$ cat config.mk
export PLATFORM = sky130hd
export DESIGN_NAME = param_sync_fifo
export DESIGN_NICKNAME = d
export VERILOG_FILES = /design/src/rtl/fifo_pkg.sv /design/src/rtl/fifo_mem.sv /design/src/rtl/param_sync_fifo.sv
export SDC_FILE = /design/constraint.sdc
export NUM_CORES = 1
export LEC_CHECK = 0
export CAP_MARGIN = 15
export CORE_MARGIN = 1.5
export CORE_UTILIZATION = 32
export CTS_CLUSTER_DIAMETER = 200
export CTS_CLUSTER_SIZE = 12
export DETAILED_ROUTE_END_ITERATION = 16
export PLACE_DENSITY_LB_ADDON = 0.08
export SYNTH_ARGS = -nofsm -noshare
export SYNTH_HDL_FRONTEND = slang
export SYNTH_HIERARCHICAL = 1
export SYNTH_SLANG_ARGS = --single-unit
$ cat constraint.sdc
create_clock -name clk -period 5.9 [get_ports clk]
set_input_delay 0.885 -clock clk [delete_from_list [all_inputs] [get_ports clk]]
set_output_delay 0.885 -clock clk [all_outputs]
set_load 0.1 [all_outputs]
$ cat src/rtl/fifo_pkg.sv
// Shared read-mode constants and the pointer-wrap helper for the parameterised FIFO.
// Used by the FIFO top and its testbench; holds no logic of its own.
package fifo_pkg;

    localparam int FIFO_MODE_STD  = 0;
    localparam int FIFO_MODE_FWFT = 1;

    // Depth need not be a power of two, so wrap explicitly at depth-1.
    function automatic int unsigned ptr_inc(input int unsigned ptr, input int unsigned depth);
        return (ptr == depth - 1) ? 0 : ptr + 1;
    endfunction

endpackage

$ cat src/rtl/fifo_mem.sv
// FIFO storage: DEPTH x DWIDTH array, synchronous write, asynchronous read, no reset.
// Write lands on the rising edge; read data follows raddr combinationally.
module fifo_mem #(
    parameter int DWIDTH = 16,
    parameter int AWIDTH = 4,
    parameter int DEPTH  = 16
) (
    input  logic              clk,
    input  logic              we,
    input  logic [AWIDTH-1:0] waddr,
    input  logic [DWIDTH-1:0] wdata,
    input  logic [AWIDTH-1:0] raddr,
    output logic [DWIDTH-1:0] rdata
);

    logic [DWIDTH-1:0] r_mem [0:DEPTH-1];

    always_ff @(posedge clk) begin
        if (we) begin
            r_mem[waddr] <= wdata;
        end
    end

    assign rdata = r_mem[raddr];

endmodule

$ cat src/rtl/param_sync_fifo.sv
// Single-clock FIFO, any depth >= 2, standard (1-cycle registered read) or FWFT read mode.
// Push while full is accepted only alongside a real pop; rejected push/pop set sticky error flags.
module param_sync_fifo
    import fifo_pkg::*;
#(
    parameter int DWIDTH = 16,
    parameter int AWIDTH = 4,
    parameter int DEPTH  = 16,
    parameter int FWFT   = 0
) (
    input  logic              clk,
    input  logic              reset,
    input  logic              push,
    input  logic [DWIDTH-1:0] data_in,
    input  logic              pop,
    output logic [DWIDTH-1:0] out,
    output logic              empty,
    output logic              almostempty,
    output logic              full,
    output logic              almostfull,
    output logic [AWIDTH:0]   num,
    input  logic [AWIDTH:0]   ae_thresh,
    input  logic [AWIDTH:0]   af_thresh,
    output logic              overflow,
    output logic              underflow,
    input  logic              clr_err
);

    generate
        if (DEPTH < 2 || DEPTH > (1 << AWIDTH)) begin : g_bad_depth
            $error("param_sync_fifo: DEPTH must be in 2..2**AWIDTH");
        end
    endgenerate

    localparam logic [AWIDTH:0] L_DEPTH = (AWIDTH + 1)'(DEPTH);

    logic [AWIDTH-1:0] r_wr_ptr;
    logic [AWIDTH-1:0] r_rd_ptr;
    logic [AWIDTH:0]   r_num;
    logic [DWIDTH-1:0] r_out;
    logic              r_overflow;
    logic              r_underflow;

    logic              w_empty;
    logic              w_full;
    logic              w_pop_ok;
    logic              w_push_ok;
    logic [DWIDTH-1:0] w_rdata;

    assign w_empty   = (r_num == '0);
    assign w_full    = (r_num == L_DEPTH);
    assign w_pop_ok  = pop & ~w_empty;
    // A pop frees the slot this push needs, so full does not block it.
    assign w_push_ok = push & (~w_full | w_pop_ok);

    fifo_mem #(
        .DWIDTH (DWIDTH),
        .AWIDTH (AWIDTH),
        .DEPTH  (DEPTH)
    ) u_mem (
        .clk    (clk),
        .we     (w_push_ok),
        .waddr  (r_wr_ptr),
        .wdata  (data_in),
        .raddr  (r_rd_ptr),
        .rdata  (w_rdata)
    );

    always_ff @(posedge clk or negedge reset) begin
        if (!reset) begin
            r_wr_ptr    <= '0;
            r_rd_ptr    <= '0;
            r_num       <= '0;
            r_out       <= '0;
            r_overflow  <= 1'b0;
            r_underflow <= 1'b0;
        end else begin
            if (w_push_ok) begin
                r_wr_ptr <= AWIDTH'(ptr_inc(32'(r_wr_ptr), DEPTH));
            end
            if (w_pop_ok) begin
                r_rd_ptr <= AWIDTH'(ptr_inc(32'(r_rd_ptr), DEPTH));
                r_out    <= w_rdata;
            end
            case ({w_push_ok, w_pop_ok})
                2'b10:   r_num <= r_num + 1'b1;
                2'b01:   r_num <= r_num - 1'b1;
                default: r_num <= r_num;
            endcase
            // A fresh error in the clearing cycle wins over clr_err.
            r_overflow  <= (r_overflow  & ~clr_err) | (push & ~w_push_ok);
            r_underflow <= (r_underflow & ~clr_err) | (pop & w_empty);
        end
    end

    assign out         = (FWFT == FIFO_MODE_FWFT) ? (w_empty ? '0 : w_rdata) : r_out;
    assign empty       = w_empty;
    assign full        = w_full;
    assign almostempty = (r_num <= ae_thresh);
    assign almostfull  = (r_num >= af_thresh);
    assign num         = r_num;
    assign overflow    = r_overflow;
    assign underflow   = r_underflow;

endmodule

Word level (Yosys, flattened, before mapping)
Memories as Yosys holds them, arrays and structs flattened. A register that Yosys moved wholly into a read port is not among the register bits. Index checks and enable logic that the tools add are counted.

Register bits: 15. RAM bits: 256. Bits of input ports: 31. Output and inout bits: 27. Word-level logic and storage cells: 38. Memories kept: 1.

Add/subtract/negate cells: 4. Order comparisons: 2. Equal/unequal tests: 5. Muxes and demuxes: 5. Bitwise logic cells: 13. Reductions and logical operators: 3.

Memory list: u_mem.r_mem (words 16, bits a word 16, read ports 1, clocked after Yosys merged registers in 1, write ports 1, line fifo_mem.sv:16) `logic [DWIDTH-1:0] r_mem [0:DEPTH-1];`.

Operators with widths (count): $pmux W5 S2 (1); $add A4 B1 Y4 const B (2); $eq A4 B4 Y1 const B (2); $mux W4 (2); $and A1 B1 Y1 (6); $add A5 B1 Y5 const B (1); $eq A5 B5 Y1 const B (1); $ge A5 B5 Y1 (1); $le A5 B5 Y1 (1); $logic_not A5 Y1 (1); $sub A5 B1 Y5 const B (1); $not A1 Y1 (4); $or A1 B1 Y1 (3); $eq A2 B1 Y1 const B (1); $eq A2 B2 Y1 const B (1); $mux W1 (2); $reduce_bool A2 Y1 (1); $logic_not A1 Y1 (1).

Logic depth before layout (Yosys ltp)
Gate-level depths: netlist (run 1).

Depth in word-level cells: 8. Gate-level depth with buffers: 10. Depth with buffers taken out: 8.

Cells and area by module
The synthesis (run 1) kept the hierarchy.

By module, submodules not included: fifo_mem (times used 1, cells an instance 416, area an instance 9723.1 um^2, seq. area each 7687.4 um^2); param_sync_fifo (times used 1, cells an instance 190, area an instance 1734.2 um^2, seq. area each 775.7 um^2).

Least setup slack after synthesis (run 1)
No wires, ideal clock.

Path kind: register to output. From: register r_num[0] (netlist: num[0]). To: output port almostfull. Arrival: 3.873 ns. Data required time: 5.015 ns. Slack: 1.142 ns. Stages on the path, launching flop included: 7. Path buffers: 0. Cells stage by stage: dfrtp_1 > inv_1 > ha_1 > nand2b_1 > a21o_1 > a21oi_1 > o21ai_0.

Cells in the longest elaborated chain, start to end: 1.

RTL lines: from (decl) (line param_sync_fifo.sv:39) `logic [AWIDTH:0] r_num;`; from (signal assigned) (line param_sync_fifo.sv:86) `2'b10: r_num <= r_num + 1'b1;`; from (signal assigned) (line param_sync_fifo.sv:87) `2'b01: r_num <= r_num - 1'b1;`; from (signal assigned) (line param_sync_fifo.sv:88) `default: r_num <= r_num;`; $ge A5 B5 Y1 (line param_sync_fifo.sv:100) `assign almostfull = (r_num >= af_thresh);`; to (decl) (line param_sync_fifo.sv:20) `output logic almostfull,`.

Every way passes these cells.

Worst setup path in the final report (run 1)
From: input port ae_thresh[1]. To: output port almostempty.

Cells in the longest elaborated chain, start to end: 1.

RTL lines: from (decl) (line param_sync_fifo.sv:22) `input logic [AWIDTH:0] ae_thresh,`; $le A5 B5 Y1 (line param_sync_fifo.sv:99) `assign almostempty = (r_num <= ae_thresh);`; to (decl) (line param_sync_fifo.sv:18) `output logic almostempty,`.

Every way passes these cells.

==> results of run 1 <==
==> area by class of cell <==
cell class,instances,share of cell area [%]
Clock inverter,1,0.0652
Timing Repair Buffer,79,5.44
Inverter,14,0.391
Tap cell,461,4.29
Clock buffer,49,5.64
Sequential cell,287,63.0
Multi-Input combinational cell,279,21.2
==> Yosys cell counts, types with 6 or more instances <==
cell type / count
sky130_fd_sc_hd__edfxtp_1: 256
sky130_fd_sc_hd__nand2_1: 79
sky130_fd_sc_hd__mux4_2: 54
sky130_fd_sc_hd__a22oi_1: 32
sky130_fd_sc_hd__dfrtp_1: 31
sky130_fd_sc_hd__nor2_1: 17
sky130_fd_sc_hd__ha_1: 15
sky130_fd_sc_hd__inv_1: 14
sky130_fd_sc_hd__clkbuf_1: 10
sky130_fd_sc_hd__mux4_1: 10
sky130_fd_sc_hd__o21ai_0: 8
sky130_fd_sc_hd__a21o_1: 7
sky130_fd_sc_hd__nor2b_1: 6
==> through the flow <==
step	hold WS (ns)	std cells	instance area, um2	power, uW
2_1_floorplan	0.481	606	11500	4450
3_3_place_gp	0.458	1120	12700	5130
3_5_place_dp	0.461	1120	12700	5170
4_1_cts	0.461	1170	13400	6770
5_1_grt	0.502	1170	13400	7010
6_report	0.448	1170	13400	6650
==> worst max path at each step <==
stage	from	endpoint	slack, ns	depth (start not counted)
after floorplan	num[0]	almostfull	1.14	6
after global placement	ae_thresh[1]	almostempty	1.67	8
after detailed placement	ae_thresh[1]	almostempty	1.64	8
after CTS	ae_thresh[1]	almostempty	1.63	8
after global routing	ae_thresh[1]	almostempty	1.55	8
final	ae_thresh[1]	almostempty	1.65	8
==> cell families after synthesis <==
group / count (synthesis)
AOI/OAI and AO/OA: 69
and+or+nand+nor: 124
buffers and inverters: 40
adders and majority gates: 16
xor gates and xnor gates: 5
DFF: 287
muxes: 65
==> state kept, by name, summed over array words and instances (netlist names) <==
name         count
out             16
underflow        1
r_rd_ptr         4
overflow         1
r_wr_ptr         4
num              5
u_mem/r_mem    256
==> routing by layer <==
metal | global-route usage [%] | vias to the layer above
met5 | 0 | -
met4 | 3.34 | 0
met3 | 1.85 | 30
met2 | 26.9 | 102
met1 | 19.8 | 3013
li1 | - | 2597
==> power by group <==
part / switching [uW] / internal [uW] / total (uW)
combinational: 1490 / 848 / 2340
sequential: 267 / 2470 / 2740
clock: 717 / 861 / 1580
==> critical path, cell delays in order <==
cell and delay (ns):
sky130_fd_sc_hd__clkdlybuf4s50_1 0.46, sky130_fd_sc_hd__inv_1 0.05, sky130_fd_sc_hd__ha_1 0.27, sky130_fd_sc_hd__nor2b_1 0.13, sky130_fd_sc_hd__o21a_1 0.15, sky130_fd_sc_hd__o21ai_0 0.14
sky130_fd_sc_hd__a21o_1 0.14, sky130_fd_sc_hd__clkdlybuf4s50_1 1.13
==> run metrics, run 1 <==
Layout Utilization=38.0%; maximum clock rate=235 MHz; Data arrival, critical path=3.37 ns; slack of the worst reg-to-reg path=2.25 ns; top library cells by usage in the layout, fill and taps aside=sky130_fd_sc_hd__edfxtp_1 (256), sky130_fd_sc_hd__nand2_1 (79), sky130_fd_sc_hd__clkdlybuf4s50_1 (56); yosys warns=6; worst path setup slack after routing=1.65 ns; maximum vdd drop=0.305 mV; clock tree from TritonCTS=built; share of the cycle needed by the critical path after routing=72.0%; main flop type after synthesis=sky130_fd_sc_hd__edfxtp_1; fraction of the yosys area taken by sequential cells=73.9%; via count=5742; Pwr Density=495 mW/mm2; flops & latches, synth=287; first-pass GRT wire length=40.0 mm; Max-Cap Viols=0; commonest non-fill, non-tap cell in the layout=sky130_fd_sc_hd__edfxtp_1; full die area=0.0369 mm2; Post-layout nets=735; clock buffer count from CTS=27; global-route usage over all layers=15.1%; Critical Path RT=5.02 ns; Routed Wire Length=27.1 mm; top routing layer used=met4; weighted congestion at the end of routability-driven global placement=0.676; relative slew slack=27.6%; RSZ-0062 raised after global routing=no; Avg Synthesized Cell Area=18.9 um2; H-tree depth=1; Final Max Slew Viols=0; largest net degree at the start of global routing=46; Synth Area in Simple Gates=4.63%; classification of the worst-slack hold path=input port to asynchronous set/reset pin; First DRT Iteration DRCs=375; Die Height=192 um; starting density of the core=32.4%; final setup vio count=0; number of enable-type register cells in the synthesized netlist=256; placement row count=69; Worst R2R End=num[4]; Compound-Gate Fraction of Synth Area=4.54%; area of the placeable core=0.0354 mm2; number of top-level design ports=58; worst-case reg-to-reg path depth=8; DPL Wire Length=15.7 mm; average detailed-routed wire length per instance=23.1 um; Cell variety after synth=44; Clock Sink Count=287; worst slack at placement=1.64 ns; share of post-route cells with drive strength above 1=18.2%; r2r startpoint=num[3]; cells taking the most area after synthesis=sky130_fd_sc_hd__edfxtp_1 (67%), sky130_fd_sc_hd__mux4_2 (11%), sky130_fd_sc_hd__dfrtp_1 (6.8%); cell type with the highest aggregate area in the netlist=sky130_fd_sc_hd__edfxtp_1; pin slew with the least headroom to its limit=1.09 ns; number of iterations in the first detailed-routing pass=4; sort of element at the end of the critical path=primary output; start-to-end type of the worst setup path=input port to primary output; result of the run=complete, no violations; wire length on met2=14.1 mm; FILL cells=3307; Post-Route M1 WL=11.6 mm; buffer levels on the longest clock path=3; total grt overflow=0; detail-routed via count per cell=4.91; Netlist Area Pre-Place=0.0115 mm2; post-synthesis share of cell area spent on xor and xnor gates=0.382%; TNS Setup=0 ns; met3 routed WL=999 um; worst-skew pair later-pin latency=0.54 ns; combinational family with the most area after synthesis=multiplexers; nature of the critical path startpoint=input port; Root Buffer Master=sky130_fd_sc_hd__clkbuf_16; area fraction of the dominant cell type after synthesis=67.1%; Port Buf Inserts=57; area added between synthesis and finish=17.3%; antenna cells=0; antenna violations before repair=0; post-cts resize count=0; post-layout min period=4.25 ns; DRC viols=0; clock-pin slew on the worst setup and hold paths=0.07 ns; number of global-route vias before repair=6143; critical path peak fanout=2; synthesized-area fraction occupied by adder cells=1.81%; Post-CTS Hold Fix Bufs=0; die outline width=192 um; register area=0.00847 mm2; proportion of synthesized flip-flops having asynchronous set or reset=10.8%; number of nets in the synthesized netlist=653; count of buffers added by post-CTS timing repair for setup=0; count of endpoints failing hold in the final timing report=0; worst clock skew on the final layout=0.00757 ns; multi-input logic area=0.00285 mm2; leakage component of the power=0.00452 uW; post-route ant nets=0; fraction of synthesized area in multiplexers=13.0%; number of instances in the synthesized netlist=606
No activity file was read; power rests on OpenSTA's default activity.
==> inputs of run 2 (changes only) <==
Clock period 5.9 ns to 4.35 ns, I/O delays scaled along.
==> run 2 against run 1 <==
Effect of this change: utilization increased by 0.088 points; total power grew 37%; global-route usage about the same; count of clock-buffer cells in the layout is the same; die area stayed put; worst hold slack worse by 0.22 ns; register-to-register slack worse by 0.88 ns; largest power group unchanged; flip-flop and latch count unchanged; design area grew 0.23%; highest routed layer unchanged; sequential share of layout area fell by 0.15 points; first-iteration DRC count grew 28%; critical path depth decreased by 5.
==> run metrics, run 2 (same netlist as run 1, synthesis figures left out) <==
Power, Total=9090 uW (+37%); final setup vio count=0 (unchanged); worst-case reg-to-reg path depth=8 (unchanged); nature of the critical path startpoint=flip-flop; DRC viols=0 (unchanged); Worst R2R End=num[4]; first-pass GRT wire length=40.4 mm (+0.98%); clock-pin slew on the worst setup and hold paths=0.07 ns (about the same); post-layout instance count excluding filler cells=1174 (+0.34%); worst clock skew on the final layout=0.0126 ns (+0.00502 ns); Max-Cap Viols=0 (unchanged); Port Buf Inserts=57 (unchanged); total grt overflow=0 (unchanged); critical path peak fanout=8 (+6); start-to-end type of the worst setup path=flip-flop to primary output; DPL Wire Length=17.5 mm (+12%); classification of the worst-slack hold path=input port to asynchronous set/reset pin; Pwr Density=675 mW/mm2 (+36%); area added between synthesis and finish=17.6%; Layout Utilization=38.1% (+0.088 points); maximum vdd drop=0.577 mV (+89%); end point of the critical path=empty; antenna violations before repair=0 (unchanged); Post-Place Cell Area=0.0127 mm2 (+0.32%); share of the cycle needed by the critical path after routing=70.1%; flip-flop count of the largest register, all copies and words added=256 (unchanged); Routed Wire Length=27.3 mm (+0.84%); area of the placeable core=0.0354 mm2 (unchanged); antenna cells=0 (unchanged); Critical Path Source=num[2]; FILL cells=3291 (-0.48%); number of iterations in the first detailed-routing pass=4 (unchanged); critical path's slowest cell=sky130_fd_sc_hd__or4_1; post-route cell area=0.0135 mm2 (+0.23%); Die Height=192 um (unchanged); worst-skew pair later-pin latency=0.53 ns (about the same); post-cts resize count=0 (unchanged); TNS Setup=0 ns (unchanged); H-tree depth=1 (unchanged); Root Buffer Master=sky130_fd_sc_hd__clkbuf_16; detail-routed via count per cell=4.95 (+0.84%); buffer levels on the longest clock path=3 (unchanged); Data arrival, critical path=2.40 ns (-0.97 ns); RSZ-0062 raised after global routing=no; CP cell instances=or4_1, nor2_1, buf_4; count of buffers added by post-CTS timing repair for setup=0 (unchanged); Critical Path RT=3.70 ns (-1.32 ns); average detailed-routed wire length per instance=23.2 um (+0.50%); die outline width=192 um (unchanged); Clock Sink Count=287 (unchanged); relative slew slack=32.7% (+5.1 points); Post-layout nets=740 (+0.68%); First DRT Iteration DRCs=479 (+28%); slack of the worst reg-to-reg path=1.37 ns (-0.88 ns); number of global-route vias before repair=6146 (+0.049%); count of endpoints failing hold in the final timing report=0 (unchanged); share of post-route cells with drive strength above 1=19.2% (+1.0 points); full die area=0.0369 mm2 (unchanged); register area=0.00847 mm2 (unchanged); post-layout min period=3.05 ns; commonest non-fill, non-tap cell in the layout=sky130_fd_sc_hd__edfxtp_1; multi-input logic area=0.00285 mm2 (unchanged); clock tree from TritonCTS=built; weighted congestion at the end of routability-driven global placement=0.754 (+12%); result of the run=complete, no violations; placement row count=69 (unchanged); pin slew with the least headroom to its limit=1.01 ns (-0.0764 ns); clock buffer count from CTS=27 (unchanged); Most flops, register=u_mem/r_mem; starting density of the core=32.4% (unchanged); Crit path largest cell delay=0.76 ns (-0.37 ns); number of top-level design ports=58 (unchanged); number of instances in the placed design=1125 (+0.45%); top library cells by usage in the layout, fill and taps aside=sky130_fd_sc_hd__edfxtp_1 (256), sky130_fd_sc_hd__nand2_1 (79), sky130_fd_sc_hd__mux4_2 (54); largest net degree at the start of global routing=33 (-28%); global-route usage over all layers=15.1% (about the same); sort of element at the end of the critical path=primary output; Post-CTS Hold Fix Bufs=0 (unchanged); maximum clock rate=328 MHz; r2r startpoint=num[2]; leakage component of the power=0.00455 uW (+0.67%); post-route ant nets=0 (unchanged); Final Max Slew Viols=0 (unchanged); via count=5810 (+1.2%)
==> run 2: cell count changes in the layout (fill, tap and decap cells not counted) <==
| cell | change |
|---|---|
| sky130_fd_sc_hd__buf_12 | +1 |
| sky130_fd_sc_hd__buf_4 | +8 |
| sky130_fd_sc_hd__clkdlybuf4s50_1 | -4 |
| sky130_fd_sc_hd__inv_6 | -1 |
| sky130_fd_sc_hd__o21ai_0 | -1 |
| sky130_fd_sc_hd__o21ai_1 | +1 |
==> run 2: layer usage <==
metal / vias up / part of all wire, % / track usage, %
met5: - / 0 / 0
met2: 121 / 50 / 26.2
met4: 0 / 1.7 / 3.22
li1: 2609 / - / -
met3: 34 / 3.9 / 1.96
met1: 3046 / 44 / 20.4
==> run 2: worst min path at each step <==
stage / endpoint / startpoint / cells past startpoint
finish: r_wr_ptr[1] / reset / 1
global route: r_wr_ptr[3] / reset / 1
CTS: num[1] / reset / 1
detailed placement: out[11] / out[11] / 2
global placement: out[13] / out[13] / 2
floorplan: num[0] / reset / 0
==> run 2: area by class of cell <==
cell class                 instances  share of cell area [%]
tap                              461                    4.28
multi-input combinational        279                    21.1
clock buffer                      49                    5.63
timing repair buffer              84                    5.72
sequential                       287                    62.9
inverter                          14                   0.390
==> run 2: metrics by stage <==
step / hold slack, ns / worst slack [ns]
2_1_floorplan: 0.357 / 0.581
3_3_place_gp: 0.460 / 1.03
3_5_place_dp: 0.469 / 0.990
4_1_cts: 0.231 / 1.29
5_1_grt: 0.269 / 1.18
6_report: 0.227 / 1.30
==> run 2: report_power, final <==
group	internal (uW)	switching, uW
combinational	1180	2080
sequential	3350	359
clock	1160	958
total	5700	3400
==> run 2: worst max-delay path: cells and delay by family, from the launching register on <==
family | cells | cell delay [ns]
flip-flops | 1 | 0.49
AND/OR/NAND/NOR | 2 | 1.04
buffers and inverters | 1 | 0.34
